<file path="config.mk">
export PLATFORM = sky130hd
export DESIGN_NAME = clkdiv_prog
export DESIGN_NICKNAME = d
export VERILOG_FILES = /design/src/rtl/clkdiv_pkg.sv /design/src/rtl/schmitt_edge.sv /design/src/rtl/clkdiv_prog.sv
export SDC_FILE = /design/constraint.sdc
export NUM_CORES = 1
export LEC_CHECK = 0
export BUFFER_PORTS_ARGS = -buffer_cell sky130_fd_sc_hd__buf_4
export CORE_MARGIN = 3
export CORE_UTILIZATION = 49
export CTS_CLUSTER_DIAMETER = 30
export DETAILED_ROUTE_END_ITERATION = 8
export GPL_TIMING_DRIVEN = 0
export PLACE_DENSITY = 0.8
export SLEW_MARGIN = 25
export SYNTH_ARGS = -nofsm -noshare
export SYNTH_HDL_FRONTEND = slang
export SYNTH_SLANG_ARGS = --single-unit
</file>
<file path="constraint.sdc">
create_clock -name clk -period 9.7 [get_ports clk]
set_input_delay 0.485 -clock clk [delete_from_list [all_inputs] [get_ports clk]]
set_output_delay 0.485 -clock clk [all_outputs]
set_load 0.02 [all_outputs]
</file>
<file path="src/rtl/clkdiv_pkg.sv">
// Shared types, defaults and the millivolt conversion for the programmable clock divider.
package clkdiv_pkg;

   localparam int SAMPLE_W  = 16;
   localparam int DIV_W_DEF = 8;
   localparam int N_OUT_DEF = 3;
   localparam int TRIG_DEF  = 48;

   typedef logic signed [SAMPLE_W-1:0] sample_t;

   // Samples carry millivolts with two fractional bits.
   function automatic sample_t from_mv(input sample_t mv);
      return mv <<< 2;
   endfunction

   localparam sample_t SCHMITT_HI_DEF = from_mv(16'sd2000);
   localparam sample_t SCHMITT_LO_DEF = from_mv(16'sd500);
   localparam sample_t OUT_HI_DEF     = from_mv(16'sd5000);
   localparam sample_t OUT_LO_DEF     = from_mv(16'sd0);

endpackage

</file>
<file path="src/rtl/schmitt_edge.sv">
// Strobe-qualified Schmitt trigger on a signed CV sample with a rise pulse.
// state_nxt exposes the level the flop takes at the end of the current cycle.
module schmitt_edge
   import clkdiv_pkg::*;
#(
   parameter int W = SAMPLE_W
)(
   input  logic         clk,
   input  logic         rst,
   input  logic         strobe,
   input  logic [W-1:0] sample,
   input  logic [W-1:0] hi,
   input  logic [W-1:0] lo,
   output logic         state,
   output logic         state_nxt,
   output logic         rise
);

   logic state_r;
   logic state_nxt_s;
   logic above_s;
   logic below_s;

   // Hysteresis next-state; values between the thresholds hold.
   always_comb begin
      above_s = $signed(sample) > $signed(hi);
      below_s = $signed(sample) < $signed(lo);
      if (!strobe) begin
         state_nxt_s = state_r;
      end else if (!state_r && above_s) begin
         state_nxt_s = 1'b1;
      end else if (state_r && below_s) begin
         state_nxt_s = 1'b0;
      end else begin
         state_nxt_s = state_r;
      end
   end

   // Schmitt state register.
   always_ff @(posedge clk or posedge rst) begin
      if (rst) begin
         state_r <= 1'b0;
      end else begin
         state_r <= state_nxt_s;
      end
   end

   assign rise      = strobe & ~state_r & above_s;
   assign state     = state_r;
   assign state_nxt = state_nxt_s;

endmodule

</file>
<file path="src/rtl/clkdiv_prog.sv">
// N_OUT-channel programmable clock divider with square/gate or trigger outputs.
// Define CLKDIV_RESET_IN_EN to enable the reset CV input.
module clkdiv_prog
   import clkdiv_pkg::*;
#(
   parameter int W            = SAMPLE_W,
   parameter int N_OUT        = N_OUT_DEF,
   parameter int DIV_W        = DIV_W_DEF,
   parameter int SCHMITT_HI   = int'(SCHMITT_HI_DEF),
   parameter int SCHMITT_LO   = int'(SCHMITT_LO_DEF),
   parameter int OUT_HI       = int'(OUT_HI_DEF),
   parameter int OUT_LO       = int'(OUT_LO_DEF),
   parameter int TRIG_SAMPLES = TRIG_DEF
)(
   input  logic                   clk,
   input  logic                   rst,
   input  logic                   sample_strobe,
   input  logic [W-1:0]           sample_clk_in,
   input  logic [W-1:0]           sample_rst_in,
   input  logic [N_OUT*DIV_W-1:0] div_ratio,
   input  logic [N_OUT-1:0]       trig_mode,
   output logic [N_OUT*W-1:0]     sample_out,
   output logic                   clk_state
);

   localparam int             TCNT_W   = $clog2(TRIG_SAMPLES + 1);
   localparam logic [W-1:0]   HI_TH    = W'(SCHMITT_HI);
   localparam logic [W-1:0]   LO_TH    = W'(SCHMITT_LO);
   localparam logic [W-1:0]   OUT_HI_V = W'(OUT_HI);
   localparam logic [W-1:0]   OUT_LO_V = W'(OUT_LO);
   localparam logic [DIV_W-1:0] ARMED  = {DIV_W{1'b1}};
   localparam logic [DIV_W-1:0] ONE_R  = {{(DIV_W-1){1'b0}}, 1'b1};

   logic                clk_state_s;
   logic                clk_state_nxt_s;
   logic                clk_rise_s;
   logic                rst_rise_s;
   logic [DIV_W-1:0]    cnt_r        [N_OUT];
   logic [DIV_W-1:0]    cnt_nxt_s    [N_OUT];
   logic [DIV_W-1:0]    cnt_base_s   [N_OUT];
   logic [DIV_W-1:0]    r_eff_s      [N_OUT];
   logic [DIV_W-1:0]    thresh_s     [N_OUT];
   logic [DIV_W:0]      inc_s        [N_OUT];
   logic [TCNT_W-1:0]   tcnt_r       [N_OUT];
   logic [TCNT_W-1:0]   tcnt_nxt_s   [N_OUT];
   logic [TCNT_W-1:0]   tcnt_base_s  [N_OUT];
   logic [N_OUT-1:0]    downbeat_s;
   logic [N_OUT-1:0]    high_s;
   logic [N_OUT*W-1:0]  out_nxt_s;
   logic [N_OUT*W-1:0]  sample_out_r;

   schmitt_edge #(.W(W)) u_clk_schmitt (
      .clk       (clk),
      .rst       (rst),
      .strobe    (sample_strobe),
      .sample    (sample_clk_in),
      .hi        (HI_TH),
      .lo        (LO_TH),
      .state     (clk_state_s),
      .state_nxt (clk_state_nxt_s),
      .rise      (clk_rise_s)
   );

`ifdef CLKDIV_RESET_IN_EN
   logic rst_state_unused_s;
   logic rst_state_nxt_unused_s;

   schmitt_edge #(.W(W)) u_rst_schmitt (
      .clk       (clk),
      .rst       (rst),
      .strobe    (sample_strobe),
      .sample    (sample_rst_in),
      .hi        (HI_TH),
      .lo        (LO_TH),
      .state     (rst_state_unused_s),
      .state_nxt (rst_state_nxt_unused_s),
      .rise      (rst_rise_s)
   );
`else
   logic rst_in_unused_s;

   assign rst_rise_s      = 1'b0;
   assign rst_in_unused_s = ^sample_rst_in;
`endif

   // Per-channel counter, trigger and output shaping; a reset rise re-arms before the clock rise counts.
   always_comb begin
      for (int k = 0; k < N_OUT; k++) begin
         r_eff_s[k] = (div_ratio[k*DIV_W +: DIV_W] == {DIV_W{1'b0}}) ? ONE_R
                                                                     : div_ratio[k*DIV_W +: DIV_W];
         if (rst_rise_s) begin
            cnt_base_s[k]  = ARMED;
            tcnt_base_s[k] = {TCNT_W{1'b0}};
         end else begin
            cnt_base_s[k]  = cnt_r[k];
            tcnt_base_s[k] = tcnt_r[k];
         end
         inc_s[k]      = {1'b0, cnt_base_s[k]} + {{DIV_W{1'b0}}, 1'b1};
         downbeat_s[k] = 1'b0;
         if (clk_rise_s) begin
            if (inc_s[k] >= {1'b0, r_eff_s[k]}) begin
               cnt_nxt_s[k]  = {DIV_W{1'b0}};
               downbeat_s[k] = 1'b1;
            end else begin
               cnt_nxt_s[k]  = inc_s[k][DIV_W-1:0];
            end
         end else begin
            cnt_nxt_s[k] = cnt_base_s[k];
         end
         if (downbeat_s[k]) begin
            tcnt_nxt_s[k] = TCNT_W'(TRIG_SAMPLES);
         end else if (tcnt_base_s[k] != {TCNT_W{1'b0}}) begin
            tcnt_nxt_s[k] = tcnt_base_s[k] - {{(TCNT_W-1){1'b0}}, 1'b1};
         end else begin
            tcnt_nxt_s[k] = tcnt_base_s[k];
         end
         thresh_s[k] = r_eff_s[k] - (r_eff_s[k] >> 1);
         if (trig_mode[k]) begin
            high_s[k] = (tcnt_nxt_s[k] != {TCNT_W{1'b0}});
         end else if (r_eff_s[k] == ONE_R) begin
            high_s[k] = clk_state_nxt_s;
         end else begin
            high_s[k] = (cnt_nxt_s[k] != ARMED) && (cnt_nxt_s[k] < thresh_s[k]);
         end
         out_nxt_s[k*W +: W] = high_s[k] ? OUT_HI_V : OUT_LO_V;
      end
   end

   // Channel state and output registers advance only on strobe cycles.
   always_ff @(posedge clk or posedge rst) begin
      if (rst) begin
         for (int k = 0; k < N_OUT; k++) begin
            cnt_r[k]  <= ARMED;
            tcnt_r[k] <= {TCNT_W{1'b0}};
         end
         sample_out_r <= {N_OUT{OUT_LO_V}};
      end else if (sample_strobe) begin
         for (int k = 0; k < N_OUT; k++) begin
            cnt_r[k]  <= cnt_nxt_s[k];
            tcnt_r[k] <= tcnt_nxt_s[k];
         end
         sample_out_r <= out_nxt_s;
      end
   end

   assign sample_out = sample_out_r;
   assign clk_state  = clk_state_s;

endmodule

</file>
==> results of run 1 <==
-- power by group --
part / switching (W) / internal (W)
Combinational: 0.000311 / 0.000258
Clock: 0.0000684 / 0.0000959
Sequential: 0.0000874 / 0.000270
Total: 0.000466 / 0.000624
-- how the worst min path moves through the flow --
stage	start	depth (start not counted)	end	slack (ns)
floorplan	tcnt_base_s[10]	2	tcnt_base_s[10]	0.48
global placement	tcnt_base_s[10]	2	tcnt_base_s[10]	0.51
detailed placement	tcnt_base_s[10]	2	tcnt_base_s[10]	0.52
CTS	rst	2	tcnt_base_s[12]	0.27
global route	rst	2	tcnt_base_s[12]	0.30
finish	rst	2	tcnt_base_s[12]	0.26
-- cell families after synthesis --
logic type	after synthesis	synth area share (%)
muxes	6	1.14
adders and majority gates	87	19.0
other	1	0.0655
and+or+nand+nor	245	20.7
buffers and inverters	104	10.7
xor gates and xnor gates	40	6.12
DFF	46	20.6
AOI/OAI and AO/OA	180	21.6
-- worst reg2reg max path, cell delays in order (launching register included) --
cell and delay, ns:
dfstp_2 0.61, ha_1 0.26, nand3_2 0.16, nor2_1 0.16, nor2b_1 0.07, or2_2 0.30
ha_1 0.32, a211oi_2 0.18, nand2_1 0.07, a221o_1 0.40, or3_1 0.37, buf_2 0.17
or3_2 0.42, o21ai_0 0.13, ha_1 0.29, a21oi_1 0.19, o2111ai_1 0.12, nand2_1 0.09
o211ai_1 0.15, a21oi_1 0.18
-- Yosys cell counts, types with 17 or more instances --
cell      count  area [um^2]
a21oi_1      26          130
a22o_1       20          175
buf_4        45          338
dfrtp_1      22          551
dfstp_2      24          631
ha_1         87         1090
inv_1        42          158
nand2_1      77          289
nand2b_1     18          113
nand3_1      17         85.1
nor2_1       54          203
nor3_1       24          120
o21ai_0      49          245
xnor2_1      20          175
xor2_1       20          175
-- layout make-up --
cell class              instances  area, um^2  share of cell area (%)
flip-flops and latches         46        1180                    17.8
clock buffers                   8         136                    2.05
well taps                     140         175                    2.64
repair buffers                 61         478                    7.20
plain buffers                  61         452                    6.80
multi-input cells             591        4050                    61.1
inverters                      43         161                    2.43
-- flip-flops by register name, summed over array words and instances, names as in the netlist --
name and count:
cnt_base_s 24, tcnt_base_s 18, sample_out 3, u_clk_schmitt.state 1
-- through the flow --
stage	cell area, um^2	util (%)	hold WS (ns)	setup WS, ns	std cells
detailed placement	6500	58.4	0.521	4.65	942
floorplan	5850	-	0.483	5.53	741
finish	6640	59.7	0.261	4.85	950
global placement	6470	58.2	0.514	4.71	941
global route	6640	59.7	0.299	4.38	950
CTS	6640	59.7	0.270	4.94	950
-- per-layer routing --
layer,part of all wire [%],vias to the layer above
li1,-,2696
met1,48,2383
met2,45,149
met3,5.4,12
met4,1.2,0
met5,0,-
==> results.toml, run 1 <==
[layout]
syn2layout_area_growth_pct = 15.9
n_fill_cell = 1034
drive_gt1_share_pct = 20.1
diodes = 0
final_common_cell = "buf_4"
nets = 958
final_cell_mix = "buf_4 (105), ha_1 (87), nand2_1 (77)"

[critical_path]
r2r-end = "sample_out[30]"
end_kind = "flip-flop"
endpoint = "sample_out[14]"
rr_worst_depth = 19
max_stage_delay_ns = 0.55
cp_num_buf_inv = 4
path_common_cell = "ha_1"
path_delay_family = "compound AO/OA/AOI/OAI gates"
crit_type = "primary input to flip-flop"
crit_slowest_cell = "a2111oi_0"
reg2reg_from = "cnt_base_s[8]"
worst-endpoint-arrival_ns = 5.05
critPathLaunch = "div_ratio[4]"
path_depth = 22
crit_required_ns = 9.90
path_max_fanout = 10
path_cells = "buf_4 -> inv_1 -> ha_1 -> nand4_1 -> clkbuf_1 -> nand2b_1 -> ha_1 -> nand2b_1 -> a2111oi_0 -> o311a_1 -> and2_1 -> clkbuf_1 -> nand2_1 -> a31oi_1 -> ha_1 -> a21oi_1 -> nor2b_1 -> o21ai_0 -> o211ai_1 -> a21oi_1 -> o221ai_1 -> a41oi_1"
cp-start-kind = "primary input"
r2r_slack_ns = 4.95

[logic_synthesis]
ys_warn_count = 0
async_flop_share_pct = 100
synth_edf_count = 0
avgSynthCellArea_um2 = 8.08
ys.flop_type = "dfstp_2"
syn_inst = 709
synth_cell_type_count = 66
netlist_area_mm2 = 0.00573
ys_ff_latch = 46
ys_seq_area_share_pct = 20.6

[cts]
clk_path_buf_depth = 2
path_clk_slew_ns = 0.06
cts_tree = "built"
clockRootBuffer = "clkbuf_16"
ctsResizeCount = 0
postCtsHoldBufs = 0
postCtsSetupRepairBufs = 0
htreeDepth = 2
worstSkewPairLatency_ns = 0.29
cts_buffers = 5
cts_sinks = 46

[flow_run]
max-cap-violations = 0

[global_routing]
use_met2_pct = 31.9
grt_pass1_wl_mm = 21.9
grt_max_degree = 25
met3_usage_pct = 2.48
use_met1_pct = 28.6
top_usage_layer = "met2"
grt_pass1_vias = 4754
antenna_found_initial = 0
grt_overflow = 0
gr-usage-all-layers_pct = 19.9

[sta]
worst_pin_slew_ns = 0.694
slew-limit-headroom_pct = 53.1
setup_tns_ns = 0
fin_worst_skew_ns = 0.00657
fmax_ghz = 0.206
finalCritPeriodShare_pct = 50.0
drv_slew = 0
rsz0062_at_grt = "no"
setup_viol = 0
timing.final.crit_period_ns = 4.85
finalHoldViolCount = 0

[placed_design]
hpwl_mm = 10.5
portBuffers = 60
place_congestion = 0.886

[floorplan]
top_level_ports = 111
initial_core_util_pct = 51.5
dieArea_mm2 = 0.0130
core_area_mm2 = 0.0111
die_w_um = 114
die_h_um = 114
rows = 38

[pwr]
total_power_w = 0.00109
ir_drop_mv = 0.103
leakagePower_nw = 3.24
power_density_mw_per_mm2 = 164

[worst_hold_path]
hold_class = "primary input to asynchronous set/reset pin"

[routing]
postRouteAntennaNets = 0
dr.pass1.iters = 5
vias_per_cell = 5.52
routedWlPerCell_um = 13.7
drt_wl_total_mm = 13.0
drc_errors = 0
vias = 5240
drt_iter0_markers = 352

[status]
status = "complete, no violations"
(Power assumes the default switching activity.)
==> run 2: changes to the inputs <==
Settings changed: ABC_AREA from default to 1.
Clock period 9.7 ns to 4.85 ns, I/O delays scaled along.
==> run 2 against run 1 <==
Against the previous run: utilization decreased by 0.20 points; clock power increased to 2.7 times the previous value; clock skew increased by 0.0014 ns; count of clock-buffer cells in the layout decreased by 3; hold slack got worse by 0.22 ns; setup slack got worse by 3.7 ns; sequential share of layout area decreased by 0.76 points; register-to-register slack got worse by 3.8 ns; critical path type is now flip-flop to flip-flop.
==> results.toml, run 2 <==
[status]
status = "complete, no violations"

[layout]
stdcell_area_mm2 = 0.00693
diodes = 0
n_fill_cell = 1108
final_cell_mix = "nand2_1 (264), inv_1 (154), buf_4 (106)"
syn2layout_area_growth_pct = 16.3
final_common_cell = "nand2_1"
largest_reg_flops = 24
drive_gt1_share_pct = 18.0
nets = 1168

[critical_path]
path_common_cell = "nand2_1"
r2r-end = "sample_out[14]"
path_max_fanout = 9
crit_required_ns = 5.07
cp-start-kind = "flip-flop"
crit_slowest_cell = "dfstp_2"
path_cells = "ha_1 -> nand3_1 -> nor2_1 -> inv_1 -> o21ai_0 -> inv_1 -> ha_1 -> a21oi_1 -> nand2_1 -> a21oi_2 -> nand2_1 -> nand2_2 -> ha_1 -> a21o_1 -> a21oi_1 -> o21ai_0 -> a21oi_1 -> nand2_1 -> nand2_1 -> nand2_1 -> nand2_1"
end_kind = "flip-flop"
worst-endpoint-arrival_ns = 3.97
rr_worst_depth = 21
r2r_slack_ns = 1.10
path_delay_family = "compound AO/OA/AOI/OAI gates"
crit_type = "flip-flop to flip-flop"
max_stage_delay_ns = 0.58
cp_num_buf_inv = 2
reg2reg_from = "cnt_base_s[16]"

[cts]
path_clk_slew_ns = 0.07
clk_path_buf_depth = 2
clockRootBuffer = "clkbuf_16"
worstSkewPairLatency_ns = 0.29
postCtsSetupRepairBufs = 0
htreeDepth = 2
cts_buffers = 5
ctsResizeCount = 0
cts_tree = "built"
cts_sinks = 46
postCtsHoldBufs = 0

[logic_synthesis]
synth_cell_type_count = 36
ys_top_cells_by_count = "nand2_1 (264), inv_1 (155), nor2_1 (89)"
ys_warn_count = 0
ys_seq_area_share_pct = 19.8
yosysTopAreaCell = "ha_1"
avgSynthCellArea_um2 = 6.49
synth_edf_count = 0
ys_ff_latch = 46
synth_top_area_share_pct = 18.3
synthTopCellsByArea = "ha_1 (18%), nand2_1 (17%), dfstp_2 (11%), inv_1 (9.8%), dfrtp_1 (9.2%)"
async_flop_share_pct = 100
ys.flop_type = "dfstp_2"
netlist_area_mm2 = 0.00596
syn_inst = 918
yosysMostFrequentCell = "nand2_1"

[pwr]
total_power_w = 0.00280
power_density_mw_per_mm2 = 404
leakagePower_nw = 4.15
ir_drop_mv = 0.198

[routing]
drc_errors = 0
dr.pass1.iters = 4
vias_per_cell = 4.78
postRouteAntennaNets = 0
routedWlPerCell_um = 10.9
vias = 5562
drt_wl_total_mm = 12.7
drt_iter0_markers = 275

[sta]
drv_slew = 0
setup_viol = 0
whs_ns = 0.0377
fmax_ghz = 0.267
slew-limit-headroom_pct = 58.4
timing.final.crit_period_ns = 3.75
worst_pin_slew_ns = 0.623
finalHoldViolCount = 0
rsz0062_at_grt = "no"
fin_worst_skew_ns = 0.00793
setup_tns_ns = 0
finalCritPeriodShare_pct = 77.2

[floorplan]
top_level_ports = 111
rows = 39
die_w_um = 116
die_h_um = 116
initial_core_util_pct = 51.1
dieArea_mm2 = 0.0135
core_area_mm2 = 0.0117

[placed_design]
hpwl_mm = 10.6
place_area_mm2 = 0.00675
portBuffers = 61
place_congestion = 0.901

[global_routing]
grt_overflow = 0
gr-usage-all-layers_pct = 19.5
grt_pass1_vias = 5160
grt_pass1_wl_mm = 22.2
grt_max_degree = 28
antenna_found_initial = 0

[flow_run]
max-cap-violations = 0

[worst_hold_path]
hold_class = "primary input to asynchronous set/reset pin"
==> run 2: stage by stage <==
| stage | utilization (%) | cells | setup WS, ns |
|---|---|---|---|
| final | 59.5 | 1163 | 1.10 |
| after global routing | 59.5 | 1163 | 0.708 |
| after CTS | 59.5 | 1163 | 1.14 |
| after detailed placement | 57.8 | 1155 | 1.17 |
| after global placement | 57.6 | 1154 | 1.17 |
| after floorplan | - | 950 | 1.63 |
==> run 2: metal layers <==
metal  track usage, %  vias up  part of all wire (%)
met5                0        -                     0
met4             2.94        0                  0.49
met3             2.12        9                   4.1
met2             33.9       86                    48
met1             26.7     2482                    48
li1                 -     2985                     -
==> run 2: cell type report <==
type / instances / area, um^2 / area share (%)
clock buffer: 5 / 125 / 1.80
buffer: 55 / 408 / 5.88
clock inverter: 3 / 63.8 / 0.920
multi-input combinational: 692 / 3900 / 56.3
tap: 143 / 179 / 2.58
inverter: 157 / 589 / 8.50
timing repair buffer: 62 / 485 / 7.00
sequential: 46 / 1180 / 17.0
==> run 2: logic make-up after synthesis <==
kind of cell             synth area share (%)
buffers and inverters                    16.7
AND/OR/NAND/NOR                          31.0
adder cells (fa/ha/maj)                  18.3
other                                  0.0629
flip-flops                               19.8
AO/OA/AOI/OAI                            9.03
XOR/XNOR                                 5.14
==> run 2: worst max path at each step <==
stage / from / end / depth (start not counted)
6_report: cnt_base_s[16] / sample_out[14] / 21
5_1_grt: cnt_base_s[8] / sample_out[30] / 26
3_5_place_dp: cnt_base_s[16] / sample_out[14] / 21
3_3_place_gp: cnt_base_s[16] / sample_out[14] / 21
4_1_cts: cnt_base_s[16] / sample_out[14] / 21
2_1_floorplan: cnt_base_s[16] / sample_out[14] / 21
==> run 2: power by group <==
| group | leakage (nW) | internal, W | switching [W] | total (W) |
|---|---|---|---|---|
| combinational | 3.55 | 0.000666 | 0.000958 | 0.00162 |
| clock | 0.0915 | 0.000294 | 0.000147 | 0.000440 |
| sequential | 0.516 | 0.000583 | 0.000153 | 0.000735 |
| total | 4.15 | 0.00154 | 0.00126 | 0.00280 |
==> run 2: worst reg2reg max path, delay by kind of cell (launching register included) <==
family	cells	cell delay (ns)
flops	1	0.58
compound gates	7	1.31
buf+inv	2	0.15
fa+ha+maj	3	0.75
simple gates	9	0.88
==> run 3: changes to the inputs <==
Settings changed: ABC_AREA 1 to 0.
Clock period 4.85 ns to 3.7 ns, I/O delays scaled along.
==> run 3 against run 2 <==
Against the previous run: the flow now finishes with violations (setup timing); global-route usage increased by 3.1 points; hold slack improved by 0.17 ns; sequential share of layout area decreased by 1.2 points; clock skew increased by 0.00059 ns; power increased by 22%; via count increased by 6.0%; critical path depth decreased by 4; combinational power increased by 15%; clock power increased by 33%; wire length increased by 29%; non-clock buffer count increased by 50; largest cell class unchanged.
==> results.toml, run 3 (synthesized netlist as in run 1, its figures left out) <==
[sta]
whs_ns = 0.207
finalHoldViolCount = 0
finalCritPeriodShare_pct = 111
fin_worst_skew_ns = 0.00853
fmax_ghz = 0.243
final.setup.worst_slack_ns = -0.423
worst_pin_slew_ns = 0.816
setup_viol = 3
timing.final.crit_period_ns = 4.12
drv_slew = 0
slew-limit-headroom_pct = 44.8
rsz0062_at_grt = "yes"

[routing]
routedWlPerCell_um = 16.5
vias = 5893
vias_per_cell = 5.92
drt_wl_total_mm = 16.4
dr.pass1.iters = 5
drc_errors = 0
drt_iter0_markers = 561
postRouteAntennaNets = 0

[cts]
htreeDepth = 2
cts_tree = "built"
clk_path_buf_depth = 2
worstSkewPairLatency_ns = 0.29
clockRootBuffer = "clkbuf_16"
path_clk_slew_ns = 0.07
cts_sinks = 46
cts_buffers = 5

[critical_path]
crit_required_ns = 3.92
reg2reg_from = "cnt_base_s[9]"
path_max_fanout = 4
crit_type = "flip-flop to flip-flop"
path_delay_family = "simple AND/OR/NAND/NOR gates"
cp-start-kind = "flip-flop"
path_cells = "buf_4 -> nand4_1 -> nor2_2 -> xor2_2 -> ha_1 -> nor3_2 -> nor2_1 -> a221o_1 -> or3_4 -> or3_4 -> o21ai_4 -> ha_4 -> a21oi_4 -> o2111ai_2 -> nand2_1 -> o211ai_1 -> a21oi_1"
path_common_cell = "or3_4"
max_stage_delay_ns = 0.56
end_kind = "flip-flop"
cp_num_buf_inv = 1
worst-endpoint-arrival_ns = 4.34
r2r_slack_ns = -0.42
crit_slowest_cell = "dfstp_2"
rr_worst_depth = 17
r2r-end = "sample_out[30]"
critPathLaunch = "cnt_base_s[9]"

[pwr]
pwr-share-comb_pct = 55.0
power_density_mw_per_mm2 = 456
seqPwrFrac_pct = 27.8
sw_frac_of_total_pct = 42.0
p_int_w = 0.00198
p_clk_share_pct = 17.1
leakagePower_nw = 3.58
ir_drop_mv = 0.313
power.switching_w = 0.00143

[status]
status = "complete, but fails checks"
failed_checks = "setup timing"

[global_routing]
grt_pass1_wl_mm = 24.8
grt_overflow = 0
antenna_found_initial = 0
grt_pass1_vias = 5375
gr-usage-all-layers_pct = 22.6
grt_max_degree = 30

[layout]
drive_gt1_share_pct = 31.3
final_common_cell = "buf_4"
regArea_mm2 = 0.00118
utilization_pct = 67.2
final_cell_mix = "buf_4 (151), ha_1 (79), nand2_1 (72)"
syn2layout_area_growth_pct = 30.5
nets = 1003
diodes = 0
n_fill_cell = 848
largest_reg_flops = 24
multi_input_area_mm2 = 0.00446

[placed_design]
placement.setup.worst_slack_ns = -0.674
place_congestion = 0.907
portBuffers = 60
hpwl_mm = 11.4

[flow_run]
max-cap-violations = 0

[floorplan]
die_w_um = 114
initial_core_util_pct = 51.5
dieArea_mm2 = 0.0130
die_h_um = 114
core_area_mm2 = 0.0111
top_level_ports = 111
rows = 38

[worst_hold_path]
min_from = "trig_mode[1]"
whs_endpoint = "sample_out[30]"
hold_class = "primary input to flip-flop"
hold_depth = 3
## run 3: how the worst max path moves through the flow
stage	end	slack [ns]	depth (start not counted)
after floorplan	sample_out[30]	-0.05	19
after global placement	sample_out[14]	-0.62	22
after detailed placement	sample_out[14]	-0.67	22
after CTS	sample_out[30]	-0.40	19
after global routing	sample_out[30]	-0.53	17
final	sample_out[30]	-0.42	17
## run 3: area by class of cell
cell class                      instances  area share (%)
Buffer                                 57            6.03
Timing Repair Buffer                  110            11.4
Tap cell                              140            2.34
Clock inverter                          1           0.402
Inverter                               43            2.16
Multi-Input combinational cell        591            59.7
Clock buffer                            7            2.19
Sequential cell                        46            15.8
## run 3: routing by layer
layer	global-route usage, %	vias to the layer above	share of wire [%]
li1	-	2782	-
met1	29.5	2760	42
met2	39.8	300	49
met3	2.85	51	7.0
met4	5.07	0	2.2
met5	0	-	0
## run 3: worst min-delay path, cell delays in order
cell	delay, ns
buf_4	0.09
a221oi_1	0.04
a21oi_1	0.13
## run 3: what timing repair did
item / 4_1_cts / 5_1_grt
pin swaps: 28 / 41
setup endpoints to repair: 3 / 3
resized for setup: 32 / 36
hold buffers: 1 / 0
endpoints found under the hold margin: 14 / 0
buffers inserted: 28 / 20
## run 3: through the flow
step	setup TNS [ns]	total power, W	cells	instance area (um^2)
final	-1.02	0.00341	995	7470
after detailed placement	-1.77	0.00250	942	6630
after global placement	-1.50	0.00241	941	6610
after global routing	-1.48	0.00365	995	7470
after floorplan	-0.0528	0.00208	741	5990
after CTS	-0.882	0.00321	976	7170
## run 3: power groups by stage
stage / clock network [W] / logic (W) / registers (W)
after floorplan: 0 / 0.00117 / 0.000913
after global placement: 0 / 0.00146 / 0.000948
after detailed placement: 0 / 0.00154 / 0.000959
after CTS: 0.000583 / 0.00169 / 0.000937
after global routing: 0.000611 / 0.00207 / 0.000976
final: 0.000584 / 0.00187 / 0.000948
